$ cat config.mk
export PLATFORM = sky130hd
export DESIGN_NAME = uart_tx
export DESIGN_NICKNAME = d
export VERILOG_FILES = /design/src/rtl/uart_pkg.sv /design/src/rtl/uart_baud_gen.sv /design/src/rtl/uart_tx.sv
export SDC_FILE = /design/constraint.sdc
export NUM_CORES = 1
export LEC_CHECK = 0
export CAP_MARGIN = 20
export CELL_PAD_IN_SITES_DETAIL_PLACEMENT = 1
export CELL_PAD_IN_SITES_GLOBAL_PLACEMENT = 1
export CORE_ASPECT_RATIO = 1.1
export CORE_UTILIZATION = 52
export CTS_BUF_LIST = sky130_fd_sc_hd__clkbuf_4 sky130_fd_sc_hd__clkbuf_8 sky130_fd_sc_hd__clkbuf_16
export DETAILED_ROUTE_END_ITERATION = 16
export DONT_BUFFER_PORTS = 1
export PLACE_DENSITY = 0.87
export SETUP_SLACK_MARGIN = 0.5
export SYNTH_ARGS = -nofsm -noshare
export SYNTH_HDL_FRONTEND = slang
export SYNTH_HIERARCHICAL = 1
export SYNTH_SLANG_ARGS = --single-unit
export TNS_END_PERCENT = 1
$ cat constraint.sdc
create_clock -name clk -period 6 [get_ports clk]
set_input_delay 1.2 -clock clk [delete_from_list [all_inputs] [get_ports clk]]
set_output_delay 1.2 -clock clk [all_outputs]
set_load 0.1 [all_outputs]
$ cat src/rtl/uart_pkg.sv
`default_nettype none
// ============================================================================
//  Module      : uart_pkg
//  Description : Shared UART types, default parameters and divider helpers
//                used by the transmitter and receiver.
//  Revision    : 1.0 - initial release
// ============================================================================
package uart_pkg;

    localparam int C_DEF_BAUD_RATE = 9600;
    localparam int C_DEF_CLK_FREQ  = 100_000_000;
    localparam int C_DEF_DATA_BITS = 8;

    typedef enum logic [1:0] {
        IDLE  = 2'd0,
        START = 2'd1,
        DATA  = 2'd2,
        STOP  = 2'd3
    } uart_state_e;

    // Clock cycles per bit, truncated.
    function automatic int calc_div(input int clk_freq, input int baud_rate);
        return clk_freq / baud_rate;
    endfunction

    // Width of a counter holding 0..div-1, never narrower than one bit.
    function automatic int cnt_width(input int div);
        return (div > 1) ? $clog2(div) : 1;
    endfunction

endpackage
`default_nettype wire

$ cat src/rtl/uart_baud_gen.sv
`default_nettype none
// ============================================================================
//  Module      : uart_baud_gen
//  Description : Free-running bit-period down-counter. Reloads DIV-1 on
//                restart or after reaching zero; bit_tick marks the last
//                cycle of each bit period.
//  Revision    : 1.0 - initial release
// ============================================================================
module uart_baud_gen #(
    parameter int DIV   = 10416,
    parameter int CNT_W = 14
) (
    input  logic clk,
    input  logic arst_n,
    input  logic restart,
    output logic bit_tick
);

    localparam logic [CNT_W-1:0] C_RELOAD = CNT_W'(DIV - 1);

    logic [CNT_W-1:0] r_cnt;

    // Count down once per clock; a restart re-aligns the period to the new frame.
    always_ff @(posedge clk or negedge arst_n) begin
        if (!arst_n) begin
            r_cnt <= '0;
        end else if (restart || (r_cnt == '0)) begin
            r_cnt <= C_RELOAD;
        end else begin
            r_cnt <= r_cnt - CNT_W'(1);
        end
    end

    assign bit_tick = (r_cnt == '0);

endmodule
`default_nettype wire

$ cat src/rtl/uart_tx.sv
`default_nettype none
// ============================================================================
//  Module      : uart_tx
//  Description : UART transmitter, 1 start bit, DATA_BITS data bits LSB
//                first, no parity, 1 stop bit. All outputs registered.
//  Revision    : 1.0 - initial release
// ============================================================================
module uart_tx
    import uart_pkg::*;
#(
    parameter int BAUD_RATE = C_DEF_BAUD_RATE,
    parameter int CLK_FREQ  = C_DEF_CLK_FREQ,
    parameter int DATA_BITS = C_DEF_DATA_BITS
) (
    input  logic                 clk,
    input  logic                 arst_n,
    input  logic                 tx_en,
    input  logic [DATA_BITS-1:0] tx_data,
    output logic                 tx_busy,
    output logic                 tx_done,
    output logic                 tx_serial
);

    localparam int             C_DIV      = calc_div(CLK_FREQ, BAUD_RATE);
    localparam int             C_CNT_W    = cnt_width(C_DIV);
    localparam logic [3:0]     C_LAST_BIT = 4'(DATA_BITS - 1);

    uart_state_e          r_state,   w_state_nxt;
    logic [DATA_BITS-1:0] r_shift,   w_shift_nxt;
    logic [3:0]           r_bit_idx, w_bit_idx_nxt;
    logic                 r_serial,  w_serial_nxt;
    logic                 r_busy,    w_busy_nxt;
    logic                 r_done,    w_done_nxt;
    logic                 w_restart;
    logic                 w_bit_tick;

    uart_baud_gen #(
        .DIV   (C_DIV),
        .CNT_W (C_CNT_W)
    ) u_baud_gen (
        .clk      (clk),
        .arst_n   (arst_n),
        .restart  (w_restart),
        .bit_tick (w_bit_tick)
    );

    // State and output registers; reset forces an idle line and drops any frame.
    always_ff @(posedge clk or negedge arst_n) begin
        if (!arst_n) begin
            r_state   <= IDLE;
            r_shift   <= '0;
            r_bit_idx <= '0;
            r_serial  <= 1'b1;
            r_busy    <= 1'b0;
            r_done    <= 1'b0;
        end else begin
            r_state   <= w_state_nxt;
            r_shift   <= w_shift_nxt;
            r_bit_idx <= w_bit_idx_nxt;
            r_serial  <= w_serial_nxt;
            r_busy    <= w_busy_nxt;
            r_done    <= w_done_nxt;
        end
    end

    // Next-state logic; every bit boundary is a baud tick, outputs are precomputed
    // so the registered line changes on the same edge as the state.
    always_comb begin
        w_state_nxt   = r_state;
        w_shift_nxt   = r_shift;
        w_bit_idx_nxt = r_bit_idx;
        w_serial_nxt  = r_serial;
        w_busy_nxt    = r_busy;
        w_done_nxt    = 1'b0;
        w_restart     = 1'b0;

        unique case (r_state)
            IDLE: begin
                w_serial_nxt = 1'b1;
                w_busy_nxt   = 1'b0;
                if (tx_en) begin
                    w_state_nxt  = START;
                    w_shift_nxt  = tx_data;
                    w_serial_nxt = 1'b0;
                    w_busy_nxt   = 1'b1;
                    w_restart    = 1'b1;
                end
            end
            START: begin
                if (w_bit_tick) begin
                    w_state_nxt   = DATA;
                    w_bit_idx_nxt = '0;
                    w_serial_nxt  = r_shift[0];
                end
            end
            DATA: begin
                if (w_bit_tick) begin
                    if (r_bit_idx == C_LAST_BIT) begin
                        w_state_nxt  = STOP;
                        w_serial_nxt = 1'b1;
                    end else begin
                        w_bit_idx_nxt = r_bit_idx + 4'd1;
                        w_shift_nxt   = {1'b0, r_shift[DATA_BITS-1:1]};
                        w_serial_nxt  = r_shift[1];
                    end
                end
            end
            STOP: begin
                if (w_bit_tick) begin
                    w_state_nxt  = IDLE;
                    w_serial_nxt = 1'b1;
                    w_busy_nxt   = 1'b0;
                    w_done_nxt   = 1'b1;
                end
            end
            default: begin
                w_state_nxt = IDLE;
            end
        endcase
    end

    assign tx_serial = r_serial;
    assign tx_busy   = r_busy;
    assign tx_done   = r_done;

endmodule
`default_nettype wire

==> summary.md, run 1 <==
| Metric | Value |
|---|---|
| Final Setup Violations | `0` |
| Fin crit period | `roughly 3000 ps` |
| CP arrival | `approximately 3200 ps` |
| Post-synth top area share | `between 40% and 50%` |
| Relative slew slack | `37.9%` |
| Root buffer cell | `clkbuf_4` |
| Endpoint class of the critical path | `register` |
| Pwr dens | `446 nW/um^2` |
| Fmax | `~340 MHz` |
| Post-Syn Area | `around 1700 sq um` |
| DR vias | `roughly 1.4k` |
| Final period utilization | `49.3%` |
| Synth top area cells | `dfrtp_1 (44%), ha_1 (4.4%), o221a_1 (3.9%), inv_1 (2.8%), a21oi_1 (2.6%)` |
| Row cnt | `21` |
| Worst slack, placed | `a little over 3000 ps` |
| DRC | `0` |
| Synth Warn # | `6` |
| Vias in the first global route | `approximately 1.5k` |
| Nets | `about 190` |
| # diodes | `0` |
| Mapped Cells | `between 150 and 200` |
| CTS Buffer Depth | `2` |
| Worst Path Max Fanout | `12` |
| HPWL Detailed | `between 2 and 3 mm` |
| Max VDD drop | `around 300 uV` |
| WP data required | `roughly 6200 ps` |
| Die Y | `~62 um` |
| Predominant post-synthesis flop cell | `dfrtp_1` |
| Critical path type | `register to register` |
| Routability cong. | `0.799` |
| Largest net degree at the start of global routing | `32` |
| Fraction of layout cells with a size suffix above 1 | `about an eighth` |
| Layout area overhead | `4.95%` |
| Routed wire length | `a little under 4 mm` |
| Placeable Area | `about 3100 sq um` |
| Synth area leader | `dfrtp_1` |
| Most frequent cell after synthesis | `dfrtp_1` |
| Max_cap viols | `0` |
| Initial Utilization | `55.4%` |
| Drt wl/cell | `around 19 um` |
| Post-CTS Resized | `0` |
| Iteration-0 DRC count of the detailed router | `52` |
| CTS tree | `yes` |
| IO Count | `14` |
| Num CTS Buffers | `5` |
| Ys async rst share | `100%` |
| Fin Clk Skew | `about 7.8 ps` |
| Later-pin clock latency in the skew report | `350 ps` |
| Synthesized net count | `~190` |
| Sequential element share of the synthesized area | `45.2%` |
| Post-synth EDFFs | `0` |
| Clock Pin Slew Worst Setup and Hold Paths | `around 100 ps` |
| Worst Slack Setup Final | `around 3000 ps` |
| Synth top cells by count | `dfrtp_1 (30), inv_1 (13), nand2_1 (10)` |
| Worst-Margin Slew | `between 900 and 1000 ps` |
| Hold violation total from the final report | `0` |
| Fin. max-slew vios | `0` |
| Yosys cell types | `52` |
| Unrepaired setup endpoints after global routing | `false` |
| DRT Pass-1 Iters | `5` |
| First-pass GRT wire length | `~6.8 mm` |
| Antenna viol nets, final | `0` |
| Post-CTS Repair Setup Buffers | `0` |
| Port buffer count | `0` |
| Chip width | `~57 um` |
| Worst hold slack | `around 530 ps` |
| CTS Sinks | `31` |
| CP startpoint kind | `register` |
| Number of synthesized register bits | `31` |
| H-tree depth | `2` |
| Die footprint | `between 3000 and 4000 sq um` |
| Status | `finished, final reports clean` |
| Avg Vias per Cell | `about 6.7` |
| Congestion Overflow GR | `0` |
| Overall Global Routing Usage | `approximately a quarter` |
| Initial antenna violation count | `0` |
| Leak Pwr | `0.000731 uW` |
| Worst min path class | `input pin to asynchronous set/reset pin` |
| Fin Setup TNS | `0 ps` |
| Fin util | `~58%` |
| Avg Inst Size Synth | `about 10 sq um` |
| Hold-fix buffers, CTS | `0` |
[flip-flops by register name (all words and copies together), names as in the netlist]
register	flops
u_baud_gen/r_cnt	14
r_shift	8
r_bit_idx	4
r_state	2
tx_busy	1
tx_done	1
tx_serial	1
[final timing paths]
kind / startpoint / slack [ps] / depth (start not counted) / to
worst min-delay path: arst_n / 530 / 0 / r_shift[0]$_DFFE_PN0P_
worst min register to register: r_bit_idx[0]$_DFFE_PN0P_ / 550 / 1 / r_bit_idx[0]$_DFFE_PN0P_
worst max-delay path: u_baud_gen/r_cnt[0]$_DFF_PN0_ / 3040 / 8 / r_shift[4]$_DFFE_PN0P_
max in group asynchronous: arst_n / 5280 / 0 / tx_serial$_DFFE_PN1P_
min in group clk: r_bit_idx[0]$_DFFE_PN0P_ / 550 / 1 / r_bit_idx[0]$_DFFE_PN0P_
worst max register to register: u_baud_gen/r_cnt[0]$_DFF_PN0_ / 3040 / 8 / r_shift[4]$_DFFE_PN0P_
[cells by family (layout without fill, tap and decap cells)]
family / after synthesis / after routing / share of synthesized area (%)
adders and majority gates: 6 / 6 / 4.37
xor gates and xnor gates: 1 / 1 / 0.510
muxes: 4 / 4 / 2.69
buffers and inverters: 22 / 22 / 5.82
DFF: 31 / 31 / 45.2
and+or+nand+nor: 58 / 58 / 20.2
AOI/OAI and AO/OA: 48 / 48 / 21.3
[layout by cell type, fill, tap and decap left out, types with 3 or more instances in the layout]
cell / count
nand2_1: 10
inv_1: 13
o21ai_0: 7
ha_1: 6
o221a_1: 6
clkbuf_4: 5
nor3_1: 3
a21oi_1: 9
dfrtp_1: 30
nor2b_1: 4
or3_1: 4
or2_2: 6
nand3_1: 6
o221ai_1: 3
o41ai_1: 3
o31ai_1: 3
nor4_1: 4
[layer usage]
| layer | vias up | wire length (um) | GRT usage, % | part of all wire (%) |
|---|---|---|---|---|
| li1 | 643 | - | - | - |
| met5 | - | 0 | 0 | 0 |
| met3 | 8 | 133 | 8.33 | 3.3 |
| met1 | 680 | 1760 | 30.5 | 44 |
| met4 | 0 | 56 | 11.0 | 1.4 |
| met2 | 30 | 2020 | 42.0 | 51 |
[report_power, final]
group | internal (uW) | switching [uW]
clock | 98.4 | 75.7
combinational | 114 | 133
sequential | 273 | 111
[stage by stage]
step	power (uW)	instance area, sq um	cells
after floorplan	572	1720	170
after CTS	815	1800	204
after detailed placement	637	1720	196
final	805	1800	204
after global routing	861	1800	204
after global placement	610	1720	196
[critical path: stages (launching register included)]
cell and delay, ps:
dfrtp_1 450, inv_1 90, ha_1 210, or4b_1 610, nor3_1 310, buf_4 220, nand2_1 140, or3_1 530
o221a_1 300
[area by class of cell]
type / instances / area, sq um
timing repair buffer: 1 / 7.51
inverter: 13 / 48.8
clock buffer: 6 / 51.3
clock inverter: 2 / 35.0
fill: 341 / 1300
sequential: 31 / 777
tap: 34 / 42.5
multi-input combinational: 117 / 842
No activity file was read; power rests on OpenSTA's default activity.
==> run 2, diff against run 1 <==
CORE_UTILIZATION = 44   (was 52)
PLACE_DENSITY = 0.79   (was 0.87)
clock period = 2.4 ns   (was 6 ns; I/O delays follow)
==> run 2 against run 1 <==
  * Hold slack got worse by 520 ps
  * Routed wire length increased by 15%
  * Critical path depth decreased by 2
  * Clock skew decreased by 2.2 ps
  * Fmax increased by 36%
  * Die area increased by 18%
  * Total power increased to 2.8 times the previous value
  * Via count increased by 4.7%
  * Global-route usage decreased by 0.68 points
  * Utilization decreased by 3.1 points
  * Sequential share of layout area decreased by 4.8 points
  * Critical endpoint is now u_baud_gen/r_cnt[10]$_DFF_PN0_
==> summary.md, run 2 (synthesized netlist as in run 1, its figures left out) <==
| Metric | Value |
|---|---|
| DR vias | `around 1.4k` |
| Num CTS Buffers | `5` |
| DRC | `0` |
| Chip width | `approximately 60 um` |
| Relative slew slack | `just over 60%` |
| CTS tree | `yes` |
| Antenna viol nets, final | `0` |
| Largest net degree at the start of global routing | `31` |
| Congestion Overflow GR | `0` |
| Most common cell after layout, fill and taps aside | `dfrtp_1` |
| Die Y | `67.6 um` |
| WP data required | `around 2600 ps` |
| Fin Clk Skew | `5.62 ps` |
| Worst-Margin Slew | `581 ps` |
| Fin util | `55.1%` |
| Routed wire length | `around 4.6 mm` |
| Slowest stage delay, CP | `490 ps` |
| Final Setup Violations | `0` |
| Avg Vias per Cell | `6.06` |
| Tot Pwr | `about 2200 uW` |
| DRT Pass-1 Iters | `4` |
| Gate power share | `between 30 and 40%` |
| H-tree depth | `2` |
| Max VDD drop | `about 720 uV` |
| Worst min path class | `input pin to asynchronous set/reset pin` |
| Worst slack, placed | `a little over 70 ps` |
| Final period utilization | `90.7%` |
| HPWL Detailed | `between 2 and 3 mm` |
| Fraction of layout cells with a size suffix above 1 | `a little under a quarter` |
| CTS Buffer Depth | `2` |
| CP startpoint kind | `register` |
| Status | `finished, final reports clean` |
| Clock Pin Slew Worst Setup and Hold Paths | `approximately 70 ps` |
| Placeable Area | `between 3000 and 4000 sq um` |
| Layout area overhead | `18.0%` |
| Routability cong. | `0.784` |
| CP Launch Point | `u_baud_gen/r_cnt[0]$_DFF_PN0_` |
| Leak Pwr | `between 0.0008 and 0.0009 uW` |
| Pwr dens | `approximately 1100 nW/um^2` |
| # diodes | `0` |
| Max_cap viols | `0` |
| Fin crit period | `2180 ps` |
| Later-pin clock latency in the skew report | `~280 ps` |
| Nets | `roughly 200` |
| Worst Path Max Fanout | `6` |
| Fin Setup TNS | `0 ps` |
| RR Startpoint | `u_baud_gen/r_cnt[0]$_DFF_PN0_` |
| Sw Pwr | `between 800 and 900 uW` |
| Sequential fraction of design power | `between 30% and 40%` |
| First-pass GRT wire length | `around 7.5 mm` |
| Clock Power Share | `around a quarter` |
| Endpoint class of the critical path | `register` |
| Fmax | `around 460 MHz` |
| Critical path type | `register to register` |
| Most flops, register | `u_baud_gen/r_cnt` |
| Fin. max-slew vios | `0` |
| Vias in the first global route | `around 1.6k` |
| CP arrival | `roughly 2400 ps` |
| Slowest CP cell | `or4_4` |
| Hold violation total from the final report | `0` |
| Port buffer count | `0` |
| Row cnt | `23` |
| Root buffer cell | `clkbuf_8` |
| Most frequent cells in the layout | `dfrtp_1 (30), buf_4 (15), inv_1 (13)` |
| Worst Path Buf+Inv | `2` |
| Unrepaired setup endpoints after global routing | `true` |
| Overall Global Routing Usage | `between 20 and 25%` |
| Pint | `1370 uW` |
| Initial Utilization | `between 40% and 50%` |
| Net Sw Frac | `38.8%` |
| Worst Slack Setup Final | `about 220 ps` |
| Initial antenna violation count | `0` |
| Top Registers | `u_baud_gen/r_cnt: 14 flops, r_shift: 8 flops, r_bit_idx: 4 flops` |
| Iteration-0 DRC count of the detailed router | `71` |
| Die footprint | `4160 sq um` |
| Crit-path cells | `inv_1 > ha_2 > or4b_4 > buf_4 > or4_4 > mux2_4` |
| Drt wl/cell | `around 20 um` |
| Top delay family on crit path | `simple AND/OR/NAND/NOR gates` |
| IO Count | `14` |
| Largest register FFs | `14` |
| CTS Sinks | `31` |
-- run 2: final cells by class --
class | instances | area, sq um
Clock inverter | 2 | 35.0
Multi-Input combinational cell | 117 | 890
Clock buffer | 6 | 82.6
Fill cell | 423 | 1660
Tap cell | 50 | 62.6
Sequential cell | 31 | 777
Inverter | 13 | 48.8
Timing Repair Buffer | 16 | 133
-- run 2: power groups by stage --
stage	combinational [uW]	clock (uW)	sequential, uW
floorplan	539	0	902
global placement	696	0	882
detailed placement	733	0	891
CTS	794	544	877
global route	908	569	900
finish	823	536	880
-- run 2: path summary, 6_finish.rpt --
kind	endpoint	slack (ps)	cells after the start
worst max register to register	u_baud_gen/r_cnt[10]$_DFF_PN0_	220	6
worst min register to register	r_bit_idx[0]$_DFFE_PN0P_	550	1
worst min-delay path	tx_done$_DFF_PN0_	20	1
min in group clk	r_shift[0]$_DFFE_PN0P_	400	2
worst max-delay path	u_baud_gen/r_cnt[10]$_DFF_PN0_	220	6
max in group asynchronous	u_baud_gen/r_cnt[3]$_DFF_PN0_	2220	1
-- run 2: timing repair --
action / CTS / global route
hold buffers: 1 / 0
resized for setup: 2 / 2
pin swaps: 5 / 3
endpoints found under the hold margin: 30 / 0
setup buffers: 4 / 1
endpoints found under the setup margin: 21 / 25
-- run 2: metal layers --
metal | vias to the layer above | share of wire [%] | global-route usage [%]
met1 | 714 | 40 | 27.3
met4 | 0 | 1.7 | 10.3
met5 | - | 0 | 0
li1 | 671 | - | -
met3 | 9 | 3.2 | 6.51
met2 | 31 | 55 | 44.5
-- run 2: through the flow --
stage / std cells / hold WS [ps] / cell area, sq um
floorplan: 170 / 184 / 1760
global placement: 221 / 185 / 1830
detailed placement: 221 / 185 / 1830
CTS: 234 / 18.8 / 2010
global route: 235 / 12.6 / 2030
finish: 235 / 17.1 / 2030
==> run 3, diff against run 2 <==
SYNTH_HIERARCHICAL = not set   (was 1)
==> run 3 against run 2 <==
  * Count of clock-buffer cells in the layout did not move
  * Clock power grew 2%
  * Non-clock buffer count up 3
  * First-iteration DRC count decreased by 5.6%
  * Cell area rose by 5.8%
  * Setup slack improved by 280 ps
  * Global-route usage increased by 1.5 points
  * Hold slack got worse by 11 ps
  * Critical path depth unchanged
  * Utilization is 3.7 points higher
  * Critical path type unchanged
==> summary.md, run 3 <==
| Metric | Value |
|---|---|
| Status | `finished, final reports clean` |
| Gate power share | `1.2%` |
| Fin Setup TNS | `0 ps` |
| Clock Power Share | `approximately half` |
| Largest net degree at the start of global routing | `31` |
| Vias in the first global route | `1465` |
| Sw Pwr | `approximately 220 uW` |
| Most frequent cells in the layout | `dfrtp_1 (30), nand2_1 (23), nand3_1 (14), buf_4 (14), nor2_1 (13)` |
| Die Y | `67.0 um` |
| Drt wl/cell | `20.3 um` |
| Number of synthesized register bits | `31` |
| Post-synth top area share | `44.4%` |
| Routability cong. | `a little under 0.8` |
| Mapped Cells | `170` |
| Worst-Margin Slew | `roughly 530 ps` |
| Synth Warn # | `0` |
| Unrepaired setup endpoints after global routing | `true` |
| Final period utilization | `approximately four fifths` |
| H-tree depth | `2` |
| Ys async rst share | `100%` |
| Layout area overhead | `26.8%` |
| Fin. max-slew vios | `0` |
| Fin util | `58.7%` |
| Fin Clk Skew | `approximately 4.6 ps` |
| Initial Utilization | `a little under half` |
| Most common cell after layout, fill and taps aside | `dfrtp_1` |
| Yosys cell types | `43` |
| Antenna viol nets, final | `0` |
| Top Registers | `u_baud_gen.r_cnt: 14 flops, r_shift: 8 flops, r_bit_idx: 4 flops` |
| Most flops, register | `u_baud_gen.r_cnt` |
| DRC | `0` |
| Placed insts | `219` |
| Worst slack, placed | `around 320 ps` |
| Placeable Area | `between 3000 and 4000 sq um` |
| HPWL Detailed | `around 2.7 mm` |
| # diodes | `0` |
| Pint | `862 uW` |
| CTS Sinks | `31` |
| Die footprint | `just over 4000 sq um` |
| Fraction of layout cells with a size suffix above 1 | `around 29%` |
| Avg Inst Size Synth | `between 9 and 10 sq um` |
| Predominant post-synthesis flop cell | `dfrtp_1` |
| Avg Vias per Cell | `roughly 6` |
| Congestion Overflow GR | `0` |
| DR vias | `between 1k and 1.5k` |
| Root buffer cell | `clkbuf_8` |
| Pwr dens | `between 500 and 600 nW/um^2` |
| Hold violation total from the final report | `0` |
| DRT Pass-1 Iters | `4` |
| Port buffer count | `0` |
| Fin crit period | `1900 ps` |
| IO Count | `14` |
| Num CTS Buffers | `5` |
| Chip width | `61.1 um` |
| Overall Global Routing Usage | `26.3%` |
| Synth top area cells | `dfrtp_1 (44%), nand2_1 (5.3%), ha_1 (5.2%), nand3_1 (4.1%), xnor2_1 (3.1%)` |
| Max_cap viols | `0` |
| Final Setup Violations | `0` |
| Relative slew slack | `64.6%` |
| CTS Buffer Depth | `2` |
| Largest register FFs | `14` |
| Leak Pwr | `roughly 0.00085 uW` |
| Max VDD drop | `about 300 uV` |
| Synth top cells by count | `dfrtp_1 (30), nand2_1 (24), nand3_1 (14)` |
| Most frequent cell after synthesis | `dfrtp_1` |
| Sequential fraction of design power | `between 40 and 50%` |
| Worst min path class | `input pin to asynchronous set/reset pin` |
| Row cnt | `23` |
| Worst Slack Setup Final | `498 ps` |
| RR Startpoint | `u_baud_gen.r_cnt[4]$_DFF_PN0_` |
| Endpoint class of the critical path | `register` |
| Initial antenna violation count | `0` |
| CTS tree | `yes` |
| Synthesized net count | `about 190` |
| WP data required | `2630 ps` |
| CP startpoint kind | `register` |
| Synth area leader | `dfrtp_1` |
| Post-Syn Area | `1690 sq um` |
| Fmax | `~530 MHz` |
| Sequential element share of the synthesized area | `45.9%` |
| Clock Pin Slew Worst Setup and Hold Paths | `70 ps` |
| Critical path type | `register to register` |
| Tot Pwr | `between 1000 and 1500 uW` |
| Net Sw Frac | `20.2%` |
| CP Launch Point | `u_baud_gen.r_cnt[4]$_DFF_PN0_` |
| First-pass GRT wire length | `between 7 and 8 mm` |
| Non-Filler Instances | `242` |
| Iteration-0 DRC count of the detailed router | `67` |
| Post-synth EDFFs | `0` |
| Nets | `about 210` |
| Routed wire length | `between 4 and 5 mm` |
| Worst Path Max Fanout | `6` |
| Later-pin clock latency in the skew report | `290 ps` |
| CP arrival | `about 2100 ps` |
[run 3: power groups by stage]
stage	clock [uW]	combinational (uW)	sequential, uW
3_5_place_dp	0	0.457	532
4_1_cts	551	14.8	522
3_3_place_gp	0	0.457	532
6_report	545	13.5	522
2_1_floorplan	0	0.457	532
5_1_grt	584	15.4	522
[run 3: routing by layer]
layer | vias up | part of all wire [%] | track usage [%]
met3 | 13 | 3.6 | 6.60
li1 | 654 | - | -
met4 | 0 | 3.2 | 12.2
met1 | 728 | 42 | 32.3
met2 | 30 | 51 | 42.5
met5 | - | 0 | 0
[run 3: cell families after synthesis]
kind of cell / after synthesis / share of synthesized area [%]
and+or+nand+nor: 82 / 27.0
DFF: 31 / 45.9
AOI/OAI and AO/OA: 24 / 9.98
xor gates and xnor gates: 10 / 5.18
buffers and inverters: 10 / 2.88
adders and majority gates: 7 / 5.18
muxes: 6 / 3.85
[run 3: worst paths after layout]
path	endpoint	slack (ps)	cells past startpoint
worst max register to register	r_bit_idx[0]$_DFFE_PN0P_	500	6
worst min-delay path	r_bit_idx[2]$_DFFE_PN0P_	6	1
worst max-delay path	r_bit_idx[0]$_DFFE_PN0P_	500	6
max in group asynchronous	r_state[1]$_DFFE_PN0P_	2220	1
worst min register to register	r_shift[6]$_DFFE_PN0P_	530	2
min in group clk	r_shift[4]$_DFFE_PN0P_	300	2
[run 3: stage by stage]
step	hold WS [ps]	cell area, sq um
6_report	5.63	2150
3_3_place_gp	185	1760
2_1_floorplan	184	1690
3_5_place_dp	185	1760
5_1_grt	4.53	2150
4_1_cts	13.4	2040
[run 3: worst max-delay path: stages, from the launching register on]
cell,delay [ps]
dfrtp_1,480
nor4_4,430
buf_4,190
and4_4,300
buf_6,120
and3_4,180
mux2_4,140
[run 3: cell type report]
cell class                 instances  area [sq um]
inverter                           4          15.0
tap                               50          62.6
clock buffer                       6          82.6
multi-input combinational        130           995
clock inverter                     2          35.0
fill                             405          1510
sequential                        31           777
timing repair buffer              19           179
[run 3: timing repair]
action                                 CTS  global route
pin swaps                                1             2
hold buffers                             1             0
setup endpoints to repair               20            25
endpoints found under the hold margin   30             0
gates cloned                             1             0
setup buffers                           11             2
resized for setup                       11            18
